$ cat src/rtl/mem_port_arbiter_pkg.sv
`default_nettype none
// +--------------------------------------------------------------------------+
// | mem_port_arbiter_pkg                                                     |
// | Shared FSM encodings, starve-counter width and helpers for the arbiter.  |
// | Rev 1.0 - initial release                                                |
// +--------------------------------------------------------------------------+
package mem_port_arbiter_pkg;

  typedef enum logic [1:0] {
    ARB_IDLE   = 2'd0,
    ARB_GNT_IF = 2'd1,
    ARB_GNT_DM = 2'd2,
    ARB_DONE   = 2'd3
  } arb_state_e;

  localparam int CNT_W = 4;

  function automatic logic [CNT_W-1:0] sat_inc(input logic [CNT_W-1:0] cnt,
                                               input logic [CNT_W-1:0] lim);
    return (cnt >= lim) ? lim : cnt + 1'b1;
  endfunction

endpackage
`default_nettype wire

$ cat src/rtl/mem_port_arbiter_if.sv
`default_nettype none
// +--------------------------------------------------------------------------+
// | mem_port_arbiter_if                                                      |
// | IF port, MEM-stage port and unified-memory bus seen by the arbiter.      |
// | Rev 1.0 - initial release                                                |
// +--------------------------------------------------------------------------+
interface mem_port_arbiter_if #(
  parameter int ADDR_W = 32,
  parameter int DATA_W = 32
);
  localparam int STRB_W = DATA_W / 8;

  logic              if_req;
  logic [ADDR_W-1:0] if_addr;
  logic              if_ack;
  logic [DATA_W-1:0] if_rdata;
  logic              if_stall;

  logic              dm_req;
  logic              dm_we;
  logic [ADDR_W-1:0] dm_addr;
  logic [DATA_W-1:0] dm_wdata;
  logic [STRB_W-1:0] dm_wstrb;
  logic              dm_ack;
  logic [DATA_W-1:0] dm_rdata;
  logic              dm_stall;

  logic              mem_req;
  logic              mem_we;
  logic [ADDR_W-1:0] mem_addr;
  logic [DATA_W-1:0] mem_wdata;
  logic [STRB_W-1:0] mem_wstrb;
  logic              mem_ready;
  logic [DATA_W-1:0] mem_rdata;

  // Arbiter side
  modport slave (
    input  if_req, if_addr,
    input  dm_req, dm_we, dm_addr, dm_wdata, dm_wstrb,
    input  mem_ready, mem_rdata,
    output if_ack, if_rdata, if_stall,
    output dm_ack, dm_rdata, dm_stall,
    output mem_req, mem_we, mem_addr, mem_wdata, mem_wstrb
  );

  // Pipeline stages and memory side
  modport master (
    output if_req, if_addr,
    output dm_req, dm_we, dm_addr, dm_wdata, dm_wstrb,
    output mem_ready, mem_rdata,
    input  if_ack, if_rdata, if_stall,
    input  dm_ack, dm_rdata, dm_stall,
    input  mem_req, mem_we, mem_addr, mem_wdata, mem_wstrb
  );

endinterface
`default_nettype wire

$ cat src/rtl/mem_port_arbiter_arb_pick.sv
`default_nettype none
// +--------------------------------------------------------------------------+
// | arb_pick                                                                 |
// | Combinational IF/DM pick: DM first unless force_if; grant one-hot/zero.  |
// | Rev 1.0 - initial release                                                |
// +--------------------------------------------------------------------------+
module arb_pick (
  input  logic if_req,
  input  logic dm_req,
  input  logic force_if,
  output logic gnt_if,
  output logic gnt_dm
);

  // force_if only overrides DM when IF is actually waiting, so a lone DM
  // request is never blocked by a saturated starve count.
  assign gnt_dm = dm_req & ~(force_if & if_req);
  assign gnt_if = if_req & ~gnt_dm;

endmodule
`default_nettype wire

$ cat src/rtl/mem_port_arbiter.sv
`default_nettype none
// +--------------------------------------------------------------------------+
// | mem_port_arbiter                                                         |
// | Shares one variable-latency memory between fetch and load/store ports.   |
// | Optional fairness (IF anti-starvation) enabled by macro ARB_FAIR_EN.     |
// | Rev 1.0 - initial release                                                |
// +--------------------------------------------------------------------------+
module mem_port_arbiter
  import mem_port_arbiter_pkg::*;
#(
  parameter int ADDR_W     = 32,
  parameter int DATA_W     = 32,
  parameter int STARVE_MAX = 4
) (
  input  logic              clk,
  input  logic              rst,
  mem_port_arbiter_if.slave bus
);

  localparam int STRB_W = DATA_W / 8;

  if ((STARVE_MAX < 1) || (STARVE_MAX > (2 ** CNT_W) - 1)) begin : g_starve_range_err
    $error("STARVE_MAX must be in 1..15");
  end

  arb_state_e        state_q, state_d;
  logic              mem_we_q, mem_we_d;
  logic [ADDR_W-1:0] mem_addr_q, mem_addr_d;
  logic [DATA_W-1:0] mem_wdata_q, mem_wdata_d;
  logic [STRB_W-1:0] mem_wstrb_q, mem_wstrb_d;
  logic              if_ack_q, if_ack_d;
  logic              dm_ack_q, dm_ack_d;
  logic [DATA_W-1:0] if_rdata_q, if_rdata_d;
  logic [DATA_W-1:0] dm_rdata_q, dm_rdata_d;

  logic force_if;
  logic gnt_if;
  logic gnt_dm;

`ifdef ARB_FAIR_EN
  localparam logic [CNT_W-1:0] STARVE_LIM = CNT_W'(STARVE_MAX);

  logic [CNT_W-1:0] starve_q, starve_d;

  assign force_if = (starve_q == STARVE_LIM);

  always_comb begin
    starve_d = starve_q;
    if (state_q == ARB_IDLE) begin
      if (gnt_if) begin
        starve_d = '0;
      end else if (gnt_dm && bus.if_req) begin
        starve_d = sat_inc(starve_q, STARVE_LIM);
      end
    end
  end

  always_ff @(posedge clk) begin
    if (rst) begin
      starve_q <= '0;
    end else begin
      starve_q <= starve_d;
    end
  end
`else
  assign force_if = 1'b0;
`endif

  arb_pick u_arb_pick (
    .if_req   (bus.if_req),
    .dm_req   (bus.dm_req),
    .force_if (force_if),
    .gnt_if   (gnt_if),
    .gnt_dm   (gnt_dm)
  );

  always_comb begin
    state_d     = state_q;
    mem_we_d    = mem_we_q;
    mem_addr_d  = mem_addr_q;
    mem_wdata_d = mem_wdata_q;
    mem_wstrb_d = mem_wstrb_q;
    if_rdata_d  = if_rdata_q;
    dm_rdata_d  = dm_rdata_q;
    if_ack_d    = 1'b0;
    dm_ack_d    = 1'b0;

    unique case (state_q)
      ARB_IDLE: begin
        if (gnt_dm) begin
          mem_we_d    = bus.dm_we;
          mem_addr_d  = bus.dm_addr;
          mem_wdata_d = bus.dm_wdata;
          mem_wstrb_d = bus.dm_wstrb;
          state_d     = ARB_GNT_DM;
        end else if (gnt_if) begin
          mem_we_d    = 1'b0;
          mem_addr_d  = bus.if_addr;
          mem_wdata_d = '0;
          mem_wstrb_d = '0;
          state_d     = ARB_GNT_IF;
        end
      end
      ARB_GNT_IF: begin
        if (bus.mem_ready) begin
          if_rdata_d = bus.mem_rdata;
          if_ack_d   = 1'b1;
          state_d    = ARB_DONE;
        end
      end
      ARB_GNT_DM: begin
        if (bus.mem_ready) begin
          // Stores leave the last load result visible on dm_rdata.
          if (!mem_we_q) begin
            dm_rdata_d = bus.mem_rdata;
          end
          dm_ack_d = 1'b1;
          state_d  = ARB_DONE;
        end
      end
      ARB_DONE: begin
        state_d = ARB_IDLE;
      end
      default: begin
        state_d = ARB_IDLE;
      end
    endcase
  end

  always_ff @(posedge clk) begin
    if (rst) begin
      state_q     <= ARB_IDLE;
      mem_we_q    <= 1'b0;
      mem_addr_q  <= '0;
      mem_wdata_q <= '0;
      mem_wstrb_q <= '0;
      if_ack_q    <= 1'b0;
      dm_ack_q    <= 1'b0;
      if_rdata_q  <= '0;
      dm_rdata_q  <= '0;
    end else begin
      state_q     <= state_d;
      mem_we_q    <= mem_we_d;
      mem_addr_q  <= mem_addr_d;
      mem_wdata_q <= mem_wdata_d;
      mem_wstrb_q <= mem_wstrb_d;
      if_ack_q    <= if_ack_d;
      dm_ack_q    <= dm_ack_d;
      if_rdata_q  <= if_rdata_d;
      dm_rdata_q  <= dm_rdata_d;
    end
  end

  assign bus.mem_req   = (state_q == ARB_GNT_IF) || (state_q == ARB_GNT_DM);
  assign bus.mem_we    = mem_we_q;
  assign bus.mem_addr  = mem_addr_q;
  assign bus.mem_wdata = mem_wdata_q;
  assign bus.mem_wstrb = mem_wstrb_q;

  assign bus.if_ack   = if_ack_q;
  assign bus.if_rdata = if_rdata_q;
  assign bus.if_stall = bus.if_req & ~if_ack_q;

  assign bus.dm_ack   = dm_ack_q;
  assign bus.dm_rdata = dm_rdata_q;
  assign bus.dm_stall = bus.dm_req & ~dm_ack_q;

endmodule
`default_nettype wire

$ cat src/flat_wrapper.sv
// flat-port wrapper written by rule: the top's interface ports become plain ports
module mem_port_arbiter_flat import mem_port_arbiter_pkg::*;
#(
  parameter int ADDR_W     = 32,
  parameter int DATA_W     = 32,
  parameter int STARVE_MAX = 4
)
  (clk, rst, bus_if_req, bus_if_addr, bus_dm_req, bus_dm_we, bus_dm_addr, bus_dm_wdata, bus_dm_wstrb, bus_mem_ready, bus_mem_rdata, bus_if_ack, bus_if_rdata, bus_if_stall, bus_dm_ack, bus_dm_rdata, bus_dm_stall, bus_mem_req, bus_mem_we, bus_mem_addr, bus_mem_wdata, bus_mem_wstrb);
  mem_port_arbiter_if #(.ADDR_W(ADDR_W), .DATA_W(DATA_W)) bus_i ();
  input  logic clk;
  input  logic rst;
  input wire logic [$bits(bus_i.if_req)-1:0] bus_if_req;
  input wire logic [$bits(bus_i.if_addr)-1:0] bus_if_addr;
  input wire logic [$bits(bus_i.dm_req)-1:0] bus_dm_req;
  input wire logic [$bits(bus_i.dm_we)-1:0] bus_dm_we;
  input wire logic [$bits(bus_i.dm_addr)-1:0] bus_dm_addr;
  input wire logic [$bits(bus_i.dm_wdata)-1:0] bus_dm_wdata;
  input wire logic [$bits(bus_i.dm_wstrb)-1:0] bus_dm_wstrb;
  input wire logic [$bits(bus_i.mem_ready)-1:0] bus_mem_ready;
  input wire logic [$bits(bus_i.mem_rdata)-1:0] bus_mem_rdata;
  output wire logic [$bits(bus_i.if_ack)-1:0] bus_if_ack;
  output wire logic [$bits(bus_i.if_rdata)-1:0] bus_if_rdata;
  output wire logic [$bits(bus_i.if_stall)-1:0] bus_if_stall;
  output wire logic [$bits(bus_i.dm_ack)-1:0] bus_dm_ack;
  output wire logic [$bits(bus_i.dm_rdata)-1:0] bus_dm_rdata;
  output wire logic [$bits(bus_i.dm_stall)-1:0] bus_dm_stall;
  output wire logic [$bits(bus_i.mem_req)-1:0] bus_mem_req;
  output wire logic [$bits(bus_i.mem_we)-1:0] bus_mem_we;
  output wire logic [$bits(bus_i.mem_addr)-1:0] bus_mem_addr;
  output wire logic [$bits(bus_i.mem_wdata)-1:0] bus_mem_wdata;
  output wire logic [$bits(bus_i.mem_wstrb)-1:0] bus_mem_wstrb;
  assign bus_i.if_req = bus_if_req;
  assign bus_i.if_addr = bus_if_addr;
  assign bus_i.dm_req = bus_dm_req;
  assign bus_i.dm_we = bus_dm_we;
  assign bus_i.dm_addr = bus_dm_addr;
  assign bus_i.dm_wdata = bus_dm_wdata;
  assign bus_i.dm_wstrb = bus_dm_wstrb;
  assign bus_i.mem_ready = bus_mem_ready;
  assign bus_i.mem_rdata = bus_mem_rdata;
  assign bus_if_ack = bus_i.if_ack;
  assign bus_if_rdata = bus_i.if_rdata;
  assign bus_if_stall = bus_i.if_stall;
  assign bus_dm_ack = bus_i.dm_ack;
  assign bus_dm_rdata = bus_i.dm_rdata;
  assign bus_dm_stall = bus_i.dm_stall;
  assign bus_mem_req = bus_i.mem_req;
  assign bus_mem_we = bus_i.mem_we;
  assign bus_mem_addr = bus_i.mem_addr;
  assign bus_mem_wdata = bus_i.mem_wdata;
  assign bus_mem_wstrb = bus_i.mem_wstrb;
  mem_port_arbiter #(.ADDR_W(ADDR_W), .DATA_W(DATA_W), .STARVE_MAX(STARVE_MAX)) u_core (.clk(clk), .rst(rst), .bus(bus_i));
endmodule
$ cat config.mk
export PLATFORM = sky130hd
export DESIGN_NAME = mem_port_arbiter_flat
export DESIGN_NICKNAME = d
export VERILOG_FILES = /design/src/rtl/mem_port_arbiter_pkg.sv /design/src/rtl/mem_port_arbiter_if.sv /design/src/rtl/mem_port_arbiter_arb_pick.sv /design/src/rtl/mem_port_arbiter.sv /design/src/flat_wrapper.sv
export SDC_FILE = /design/constraint.sdc
export NUM_CORES = 1
export LEC_CHECK = 0
export CELL_PAD_IN_SITES_DETAIL_PLACEMENT = 0
export CELL_PAD_IN_SITES_GLOBAL_PLACEMENT = 1
export CORE_ASPECT_RATIO = 1.1
export CORE_MARGIN = 3
export CORE_UTILIZATION = 25
export DETAILED_ROUTE_END_ITERATION = 8
export PLACE_DENSITY = 0.86
export SYNTH_ARGS = -nofsm -noshare
export SYNTH_HDL_FRONTEND = slang
export SYNTH_SLANG_ARGS = --single-unit
$ cat constraint.sdc
create_clock -name clk -period 1.65 [get_ports clk]
set_clock_uncertainty 0.05 [all_clocks]
set_input_delay 0.33 -clock clk [delete_from_list [all_inputs] [get_ports clk]]
set_output_delay 0.33 -clock clk [all_outputs]
set_load 0.01 [all_outputs]
==> results of run 1 <==
==> cell families (layout without fill, tap and decap cells) <==
family	Yosys count	in the layout	share of synthesized area, %
flops	137	137	56.0
buf+inv	44	328	5.09
simple gates	142	142	11.6
other cells	0	2	0
mux	32	32	6.55
compound gates	140	140	20.0
fa+ha+maj	3	3	0.767
==> cells in the mapped netlist (2+ instances only) <==
library cell / count / share of area, %
dfxtp_1: 137 / 56
nor2_1: 4 / 0.31
o22a_1: 2 / 0.36
nand2_1: 130 / 10
buf_6: 4 / 0.92
a21oi_1: 64 / 6.5
and2_1: 2 / 0.26
mux2i_1: 32 / 6.5
buf_2: 16 / 1.6
o2bb2ai_1: 32 / 5.7
inv_1: 4 / 0.31
ha_1: 3 / 0.77
a22o_1: 37 / 6.6
clkbuf_1: 11 / 0.84
buf_4: 9 / 1.4
==> area by class of cell <==
class	count	share of cell area, %
timing repair buffer	292	33.4
inverter	4	0.179
clock inverter	15	2.13
multi-input combinational	317	22.8
clock buffer	17	5.06
antenna	2	0.0595
tap	247	3.68
sequential	137	32.6
==> what timing repair did <==
item | 4_1_cts | 5_1_grt
setup endpoints to repair | 138 | 1
resized for setup | 142 | 4
pin swaps | 0 | 1
==> stage by stage <==
step	power (uW)	utilization (%)	TNS [ns]	hold WS [ns]	setup slack [ns]
after floorplan	5750	-	0	0.401	0.142
after global placement	7680	41.5	-10.85	0.392	-0.285
after detailed placement	7720	41.5	-11.87	0.396	-0.273
after CTS	11300	43.7	-0.0153	0.288	-0.0153
after global routing	11800	43.9	0	0.315	0.0151
final	11200	43.9	0	0.304	0.0750
==> worst max-delay path, cell delays in order (launching register included) <==
cell	delay, ns
dfxtp_1	0.33
inv_1	0.08
ha_4	0.28
buf_6	0.10
==> registers in the layout (all words and copies together), names as in the netlist <==
signal,cells
u_core.bus.mem_we,1
u_core.state_q,2
u_core.bus.mem_addr,32
u_core.bus.mem_wstrb,4
u_core.bus.mem_wdata,32
u_core.bus.dm_ack,1
u_core.bus.if_ack,1
u_core.bus.dm_rdata,32
u_core.bus.if_rdata,32
==> path summary, 6_finish.rpt <==
kind                         endpoint  depth (start not counted)                   start
max                       bus_mem_req                          3       u_core.state_q[0]
min reg2reg    u_core.bus.if_rdata[5]                          2  u_core.bus.if_rdata[5]
min                 u_core.bus.if_ack                          3                     rst
max reg2reg  u_core.bus.mem_wdata[17]                          6       u_core.state_q[0]
==> layer usage <==
layer,vias to the layer above,part of all wire [%]
met2,155,49
met1,2108,43
li1,2276,-
met5,-,0
met4,0,2.0
met3,19,6.2
==> report_power, final <==
group	switching (uW)	internal [uW]
Clock	1600	2290
Combinational	1620	1560
Sequential	256	3860
==> results by group, run 1 <==
Floorplan
  – Core outline area: around 19000 um^2
  – Die Area: 21300 um^2
  – Initial core utilization: between 20 and 30%
  – # IOs: roughly 280
  – Die width: ~140 um
  – Die extent in y: between 150 and 200 um
  – Cell Rows: 53

Hold path
  – Type of the tightest min-delay check: input pin to flop

Place
  – Placed cell areas: roughly 8000 um^2
  – PortBufs: 275
  – Final HPWL DP: about 11 mm
  – GPL Wtd Cong: about 0.75
  – Dpl cells: 997

Clocking
  – Postcts setup bufs: 0
  – H-tree depth: 4
  – Max clock buf depth: 2
  – Clock-pin slew on the worst setup and hold paths: 0.07 ns
  – CTS Buf Count: 17
  – Clock latency on the worst-skew pair: ~0.4 ns
  – CTS tree: done
  – Clk sinks: 137
  – CTS Root Cell: clkbuf_16
  – Cts hold-fix bufs: 0

Critical path
  – Crit path kind: flop to output port
  – Critical Path End Type: output port
  – R2R Setup Slk: 0.18 ns
  – CP required: between 1 and 1.5 ns
  – CP Max Fanout: 2
  – Startpoint Class: flop
  – Critical Path AT: 1.19 ns

Synthesis
  – Post-synth top flop: dfxtp_1
  – Syn Std Cell Area: between 4000 and 5000 um^2
  – Number of library cell types mapped by synthesis: 26
  – Post-Syn Nets: between 600 and 700
  – Post-Syn Instances: ~500
  – Ys Warns: 0
  – Number of flops mapped to enable cells by yosys: 0
  – Async SR Flop Fraction: 0%
  – Synthesized flop and latch total: 137
  – Post-synthesis sequential area ratio: 56.0%
  – Post-synthesis average cell area: just under 10 um^2

Power
  – Pwr dens: between 1000 and 1500 nW/um^2
  – Leakage: between 0.003 and 0.004 uW
  – VDD IR max: 0.654 mV

STA
  – Final worst-path cycle share: ~95%
  – Final setup vio count: 0
  – Worst-Margin Slew: around 0.4 ns
  – Hold Fails Final Rpt: 0
  – Max_slew headroom: 72.5%
  – Slew Viols, Final: 0
  – RSZ-0062 raised after global routing: false
  – Crit path time final: around 1.6 ns
  – Achievable Freq: about 630 MHz

Status
  – Run status: complete, no violations

Routing
  – Initial DRC count: between 100 and 150
  – Drt first pass iters: 4
  – ANT nets after route: 0
  – Routed WL per cell: between 15 and 20 um
  – Residual DRC: 0
  – Via density: around 4.4
  – DR vias: around 4600
  – Final WL: between 15 and 20 mm

Global route
  – Grt met2 use: approximately 25%
  – M1 GR Usage: around 18%
  – Tot GR Track Use: approximately 15%
  – Largest net degree at the start of global routing: between 60 and 70
  – Gr busiest metal: met2
  – First-pass GRT wire length: between 20 and 30 mm
  – Vias in the first global route: between 4000 and 5000
  – Overflow after GRT: 0
  – Initial antenna violation count: 2
  – Met3 Resource Use GR: about 4.6%

Finish
  – Most common cell after layout, fill and taps aside: dlygate4sd2_1
  – Fillers: 1900
  – Layout area overhead: 71.8%
  – Layout Cells excl Fill: between 1000 and 1500
  – Final non-filler cell area: roughly 8400 um^2
  – Layout cell share with drive strength beyond 1: 7.29%
  – Most frequent cells in the layout: dlygate4sd2_1, dfxtp_1, clkdlybuf4s50_1
  – # nets final: approximately 900
  – Multi-input gate area: around 1900 um^2
  – FF/Latch Area: around 2700 um^2

Job
  – Max-cap violations: 0
(Power assumes the default switching activity.)
==> inputs of run 2 (changes only) <==
CAP_MARGIN = 5   (was not set)
==> results of run 2 <==
The final DEF is identical to that of run 1; final timing and power are the same.
